## src/rtl/inst_encoder.sv

```systemverilog
// inst_encoder: packs RV32I instruction descriptors into 32-bit words,
// queues them in a small FIFO and emits each word with a sequential byte
// address for instruction-memory loading.
// Optional build macro: INST_ENC_CHECK_EN (range-check descriptors, drive err).
module inst_encoder #(
  parameter int          FIFO_DEPTH = 4,
  parameter int          ADDR_W     = 10,
  parameter int unsigned BASE_ADDR  = 0
) (
  input  logic              clk,
  input  logic              rst_n,
  input  logic              in_valid,
  output logic              in_ready,
  input  logic [2:0]        fmt,
  input  logic [6:0]        opcode,
  input  logic [2:0]        funct3,
  input  logic [6:0]        funct7,
  input  logic [4:0]        rd,
  input  logic [4:0]        rs1,
  input  logic [4:0]        rs2,
  input  logic [31:0]       imm,
  input  logic              flush,
  output logic              out_valid,
  input  logic              out_ready,
  output logic [31:0]       out_instr,
  output logic [ADDR_W-1:0] out_addr,
  output logic              err
);

  localparam int              PTR_W   = (FIFO_DEPTH > 1) ? $clog2(FIFO_DEPTH) : 1;
  localparam int              CNT_W   = PTR_W + 1;
  localparam logic [ADDR_W-1:0] LP_BASE = ADDR_W'(BASE_ADDR);
  localparam logic [CNT_W-1:0]  LP_FULL = CNT_W'(FIFO_DEPTH);

  // Format codes
  localparam logic [2:0] FMT_I = 3'b000;
  localparam logic [2:0] FMT_S = 3'b001;
  localparam logic [2:0] FMT_U = 3'b010;
  localparam logic [2:0] FMT_B = 3'b101;
  localparam logic [2:0] FMT_J = 3'b110;
  localparam logic [2:0] FMT_R = 3'b111;

  logic [31:0]       r_mem [FIFO_DEPTH];
  logic [PTR_W-1:0]  r_wr_ptr;
  logic [PTR_W-1:0]  r_rd_ptr;
  logic [CNT_W-1:0]  r_count;
  logic [ADDR_W-1:0] r_addr;

  logic [31:0] w_word;
  logic        w_fmt_ok;
  logic        w_is_shift;
  logic        w_chk_ok;
  logic        w_full;
  logic        w_empty;
  logic        w_accept;
  logic        w_push;
  logic        w_pop;

  // Shift-immediate variants of OP-IMM carry funct7 in the upper bits
  assign w_is_shift = (opcode == 7'b0010011) && ((funct3 == 3'b001) || (funct3 == 3'b101));

  // Pack descriptor fields into the instruction word for each format
  always_comb begin
    w_word   = '0;
    w_fmt_ok = 1'b1;
    case (fmt)
      FMT_R: w_word = {funct7, rs2, rs1, funct3, rd, opcode};
      FMT_I: begin
        if (w_is_shift) w_word = {funct7, imm[4:0], rs1, funct3, rd, opcode};
        else            w_word = {imm[11:0], rs1, funct3, rd, opcode};
      end
      FMT_S: w_word = {imm[11:5], rs2, rs1, funct3, imm[4:0], opcode};
      FMT_B: w_word = {imm[12], imm[10:5], rs2, rs1, funct3, imm[4:1], imm[11], opcode};
      FMT_U: w_word = {imm[31:12], rd, opcode};
      FMT_J: w_word = {imm[20], imm[10:1], imm[11], imm[19:12], rd, opcode};
      default: w_fmt_ok = 1'b0;  // reserved formats are consumed and dropped
    endcase
  end

`ifdef INST_ENC_CHECK_EN
  logic r_err;
  logic w_fit12;
  logic w_fit13;
  logic w_fit21;

  // A value sign-fits N bits when bits [31:N-1] are all equal
  assign w_fit12 = (&imm[31:11]) || (~|imm[31:11]);
  assign w_fit13 = (&imm[31:12]) || (~|imm[31:12]);
  assign w_fit21 = (&imm[31:20]) || (~|imm[31:20]);

  // Decide whether the immediate is representable in the selected format
  always_comb begin
    w_chk_ok = 1'b1;
    case (fmt)
      FMT_R: w_chk_ok = 1'b1;
      FMT_I: w_chk_ok = w_fit12 && (!w_is_shift || (imm[11:5] == 7'd0));
      FMT_S: w_chk_ok = w_fit12;
      FMT_B: w_chk_ok = w_fit13 && !imm[0];
      FMT_J: w_chk_ok = w_fit21 && !imm[0];
      FMT_U: w_chk_ok = (imm[11:0] == 12'd0);
      default: w_chk_ok = 1'b0;
    endcase
  end

  // Sticky error: only reset clears it, flush leaves it alone
  always_ff @(posedge clk or negedge rst_n) begin
    if (!rst_n)                      r_err <= 1'b0;
    else if (w_accept && !w_chk_ok)  r_err <= 1'b1;
  end

  assign err = r_err;
`else
  assign w_chk_ok = 1'b1;
  assign err      = 1'b0;
`endif

  assign w_full    = (r_count == LP_FULL);
  assign w_empty   = (r_count == '0);
  assign in_ready  = !w_full || flush;
  assign w_accept  = in_valid && in_ready;
  assign w_push    = w_accept && w_fmt_ok && w_chk_ok && !flush;
  assign w_pop     = !w_empty && out_ready && !flush;

  assign out_valid = !w_empty;
  assign out_instr = w_empty ? 32'd0 : r_mem[r_rd_ptr];
  assign out_addr  = r_addr;

  // Storage array: written on push, no reset needed since count gates reads
  always_ff @(posedge clk) begin
    if (w_push) r_mem[r_wr_ptr] <= w_word;
  end

  // Pointers, occupancy and emitted-address tracking
  always_ff @(posedge clk or negedge rst_n) begin
    if (!rst_n) begin
      r_wr_ptr <= '0;
      r_rd_ptr <= '0;
      r_count  <= '0;
      r_addr   <= LP_BASE;
    end else if (flush) begin
      r_wr_ptr <= '0;
      r_rd_ptr <= '0;
      r_count  <= '0;
      r_addr   <= LP_BASE;
    end else begin
      if (w_push) r_wr_ptr <= r_wr_ptr + PTR_W'(1);
      if (w_pop) begin
        r_rd_ptr <= r_rd_ptr + PTR_W'(1);
        r_addr   <= r_addr + ADDR_W'(4);
      end
      case ({w_push, w_pop})
        2'b10:   r_count <= r_count + CNT_W'(1);
        2'b01:   r_count <= r_count - CNT_W'(1);
        default: r_count <= r_count;
      endcase
    end
  end

endmodule

```

## config.mk

```make
export PLATFORM = sky130hd
export DESIGN_NAME = inst_encoder
export DESIGN_NICKNAME = d
export VERILOG_FILES = /design/src/rtl/inst_encoder.sv
export SDC_FILE = /design/constraint.sdc
export NUM_CORES = 1
export LEC_CHECK = 0
export BUFFER_PORTS_ARGS = -buffer_cell sky130_fd_sc_hd__buf_2
export CELL_PAD_IN_SITES_DETAIL_PLACEMENT = 1
export CELL_PAD_IN_SITES_GLOBAL_PLACEMENT = 2
export CORE_MARGIN = 5
export CORE_UTILIZATION = 39
export CTS_BUF_LIST = sky130_fd_sc_hd__clkbuf_16
export DETAILED_ROUTE_END_ITERATION = 8
export PLACE_DENSITY_LB_ADDON = 0.12
export SYNTH_ARGS = -nofsm -noshare
export SYNTH_HDL_FRONTEND = slang
export SYNTH_SLANG_ARGS = --single-unit
```

## constraint.sdc

```tcl
create_clock -name clk -period 2.8 [get_ports clk]
set_input_delay 0.14 -clock clk [delete_from_list [all_inputs] [get_ports clk]]
set_output_delay 0.14 -clock clk [all_outputs]
set_load 0.01 [all_outputs]
```

==> results.md <==
- Required time of the worst setup path: 3.09 ns
- Detailed-router iteration count before antenna repair: 4
- Count of standard-cell rows: 47
- Total Nets Final: slightly above 600
- Post-route antenna net violation count: 0
- Unrepaired setup endpoints after global routing: false
- Max IR drop VDD: 0.0006503 V
- Startpoint type of the worst setup path: flip-flop
- Synth Area per Inst: around 16 µm²
- Number of buffers between clock root and the deepest sink: 2
- CTS tree: yes
- Final standard cell count with taps included and fillers excluded: 769
- Share of flip-flops with an asynchronous set or reset after synthesis: 10.49%
- Final Skew: 0.006859 ns
- Post-synthesis cell type with the largest combined area: sky130_fd_sc_hd__edfxtp_1
- Setup repair bufs after CTS: 0
- Worst relative slew slack: 34.18%
- Storage element area: ~4200 µm²
- Initial core utilization: just under 40%
- PnR worst setup slack: 0.4464 ns
- Mean number of vias per cell: 5.230
- Slew at the pin closest to its max-slew limit: 0.9872 ns
- Antenna diode count: 0
- Post-detailed-route DRC marker count: 0
- CTS root buffer: sky130_fd_sc_hd__clkbuf_16
- Clock-pin transition on the worst setup and hold timing paths: 0.06 ns
- Fmax: 424.9 MHz
- Power per unit of standard cell area: 845.0 nW/µm²
- Hold Vio Cnt, Final: 0
- Fraction of final layout cells with drive strength greater than 1: 36.07%
- Static leakage power: 2.946 nW
- Final HPWL DP: 11.05 mm
- Detailed Route Iter0 Violations: ~240
- Post-synth EDFFs: 128
- Fraction of post-synthesis cell area in the top cell type by area: 59.27%
- Hold crit path type: input port to flip-flop
- Number of buffers inserted by port buffering: about 110
- Layout Area Growth over Synthesis: 21.34%
- Category of the most critical setup path: flip-flop to flip-flop
- Die area: between 15000 and 20000 µm²
- Chip Width: ~140 µm
- Largest net degree at the start of global routing: 35
- GRT Util Overall: 17.44%
- Via count of the routed design: 4022
- Area used by multi-input combinational logic: 2128 µm²
- Wire length of the first global-routing pass: 25.55 mm
- Commonest cells after routing, fill and taps aside: 128 x sky130_fd_sc_hd__edfxtp_1, 113 x sky130_fd_sc_hd__buf_2, 35 x sky130_fd_sc_hd__nor2b_1, 34 x sky130_fd_sc_hd__nor2_1, 32 x sky130_fd_sc_hd__mux4_2
- Number of cells after detailed placement: 737
- H-tree levels: 4
- Die Span Y: 139.0 µm
- Maximum fanout along the worst path: 7
- CP Capture Type: flip-flop
- Sum of routed wire length over all layers: about 17 mm
- CTS buffer count: 17
- Post-Syn Area: between 6000 and 7000 µm²
- Most used flip-flop cell after synthesis: sky130_fd_sc_hd__edfxtp_1
- Min cycle time layout: 2.354 ns
- Top cells by area, synth: sky130_fd_sc_hd__edfxtp_1 59%, sky130_fd_sc_hd__mux4_2 11%, sky130_fd_sc_hd__dfrtp_1 5.8%
- Wire length per cell after detailed routing: 21.78 µm
- Via count of the first global-routing pass: 4339
- Most common cell after layout, fill and taps aside: sky130_fd_sc_hd__edfxtp_1
- Warnings from Yosys: 0
- Number of max-slew violations in the final report: 0
- Cells after synthesis: roughly 420
- Period utilization: a little over four fifths
- Floorplan Core Area: 16470 µm²
- Arrival time reported for the critical path endpoint: roughly 2.7 ns
- Residual overflow from global routing: 0
- Count of max-cap constraint violations: 0
- Worst-skew pair later-pin latency: 0.41 ns
- Cells on worst reg2reg path: 8
- Run status: finished, final reports clean
- Initial antenna violation count: 0
- Placer Congestion: 0.7239
- Fin Hold WS: 0.1128 ns
- Number of fill cells: 1696
- Post-Route Setup TNS: 0 ns
- CTS sink cnt: approximately 140
- Number of different library cells in the post-synthesis netlist: 47
- Total of endpoints with negative setup slack in the final report: 0
- Hold Path Stages: 2
- Post-Place Worst Slack: 0.2752 ns
- FF+latch count, synth: 143
- IO Count: ~120
- Sequential area share after synthesis: approximately 65%
[final timing paths]
| kind | from | endpoint | slack, ns |
|---|---|---|---|
| max | r_count[0] | r_count[2] | 0.45 |
| min | opcode[3] | r_mem[1][3] | 0.11 |
| min in group asynchronous | rst_n | out_addr[8] | 0.18 |
| max in group asynchronous | rst_n | r_rd_ptr[0] | 2.33 |
| min reg2reg | out_addr[9] | out_addr[9] | 0.55 |
| max reg2reg | r_count[0] | r_count[2] | 0.45 |
[synth_stat cells, types with 2 or more instances]
master                     count
sky130_fd_sc_hd__mux2i_1       3
sky130_fd_sc_hd__ha_1          9
sky130_fd_sc_hd__and2_1       11
sky130_fd_sc_hd__a22oi_1      18
sky130_fd_sc_hd__edfxtp_1    128
sky130_fd_sc_hd__nand2b_1      5
sky130_fd_sc_hd__inv_1         6
sky130_fd_sc_hd__nand2_1       8
sky130_fd_sc_hd__o21ai_0       3
sky130_fd_sc_hd__mux2_2        2
sky130_fd_sc_hd__xnor2_1       5
sky130_fd_sc_hd__nand3_1      14
sky130_fd_sc_hd__or2_2         2
sky130_fd_sc_hd__a21oi_1      20
sky130_fd_sc_hd__nor2_1       35
sky130_fd_sc_hd__dfrtp_1      15
sky130_fd_sc_hd__xor2_1        4
sky130_fd_sc_hd__mux4_2       32
sky130_fd_sc_hd__a32oi_1       2
sky130_fd_sc_hd__nand4_1       3
sky130_fd_sc_hd__clkbuf_1     18
sky130_fd_sc_hd__mux2_4        2
sky130_fd_sc_hd__a221o_1       6
sky130_fd_sc_hd__nor2b_1      35
sky130_fd_sc_hd__buf_4         3
sky130_fd_sc_hd__buf_2         6
sky130_fd_sc_hd__nor3_1        3
[critical path, cell delays in order, from the launching register on]
cell and delay [ns]:
sky130_fd_sc_hd__dfrtp_1 0.46, sky130_fd_sc_hd__or4b_1 0.62, sky130_fd_sc_hd__o311ai_4 0.16, sky130_fd_sc_hd__nand2_1 0.08, sky130_fd_sc_hd__nor2_1 0.14, sky130_fd_sc_hd__fa_1 0.21
sky130_fd_sc_hd__nand2_1 0.06, sky130_fd_sc_hd__mux2i_1 0.16, sky130_fd_sc_hd__mux2_2 0.35
[power breakdown]
group          total, mW  switching [mW]  internal [mW]
Clock               2.06           0.792           1.27
Sequential          2.53          0.0758           2.46
Combinational       2.05            1.12          0.932
Total               6.65            1.99           4.66
[metal layers]
| metal | up-vias | track usage, % | wire length (µm) |
|---|---|---|---|
| met5 | - | 0 | 0 |
| met4 | 0 | 5.613 | 164 |
| met3 | 12 | 3.552 | 997 |
| met2 | 119 | 28.69 | 8210 |
| met1 | 2048 | 23.39 | 7380 |
| li1 | 1843 | - | - |
[area by class of cell]
| cell class | instances | area share (%) |
|---|---|---|
| Clock inverter | 14 | 1.415 |
| Tap cell | 220 | 3.498 |
| Inverter | 6 | 0.2862 |
| Timing Repair Buffer | 127 | 8.714 |
| Multi-Input combinational cell | 242 | 27.05 |
| Sequential cell | 143 | 53.63 |
| Clock buffer | 17 | 5.406 |
[stage by stage]
step | area [µm²] | power, mW | utilization (%)
floorplan | 6492 | 3.787 | -
global placement | 7322 | 4.636 | 44.47
detailed placement | 7322 | 4.676 | 44.47
CTS | 7869 | 6.760 | 47.79
global route | 7869 | 6.989 | 47.79
finish | 7869 | 6.649 | 47.79
[registers in the layout (all words and copies together) (netlist names)]
name,count
out_addr,8
r_count,3
r_mem,128
r_rd_ptr,2
r_wr_ptr,2
[repair_timing]
item | 4_1_cts | 5_1_grt
hold endpoints to repair | 15 | 0
gates resized for setup | 0 | 0
hold buffers | 1 | 0
[kinds of logic after synthesis]
family | after synthesis | share of synthesized area, %
AO/OA/AOI/OAI | 57 | 6.406
XOR/XNOR | 10 | 1.466
adder cells (fa/ha/maj) | 10 | 2.045
buffers and inverters | 35 | 2.431
flip-flops | 143 | 65.06
multiplexers | 39 | 12.39
other | 1 | 0.05783
AND/OR/NAND/NOR | 123 | 10.15
(Power assumes the default switching activity.)
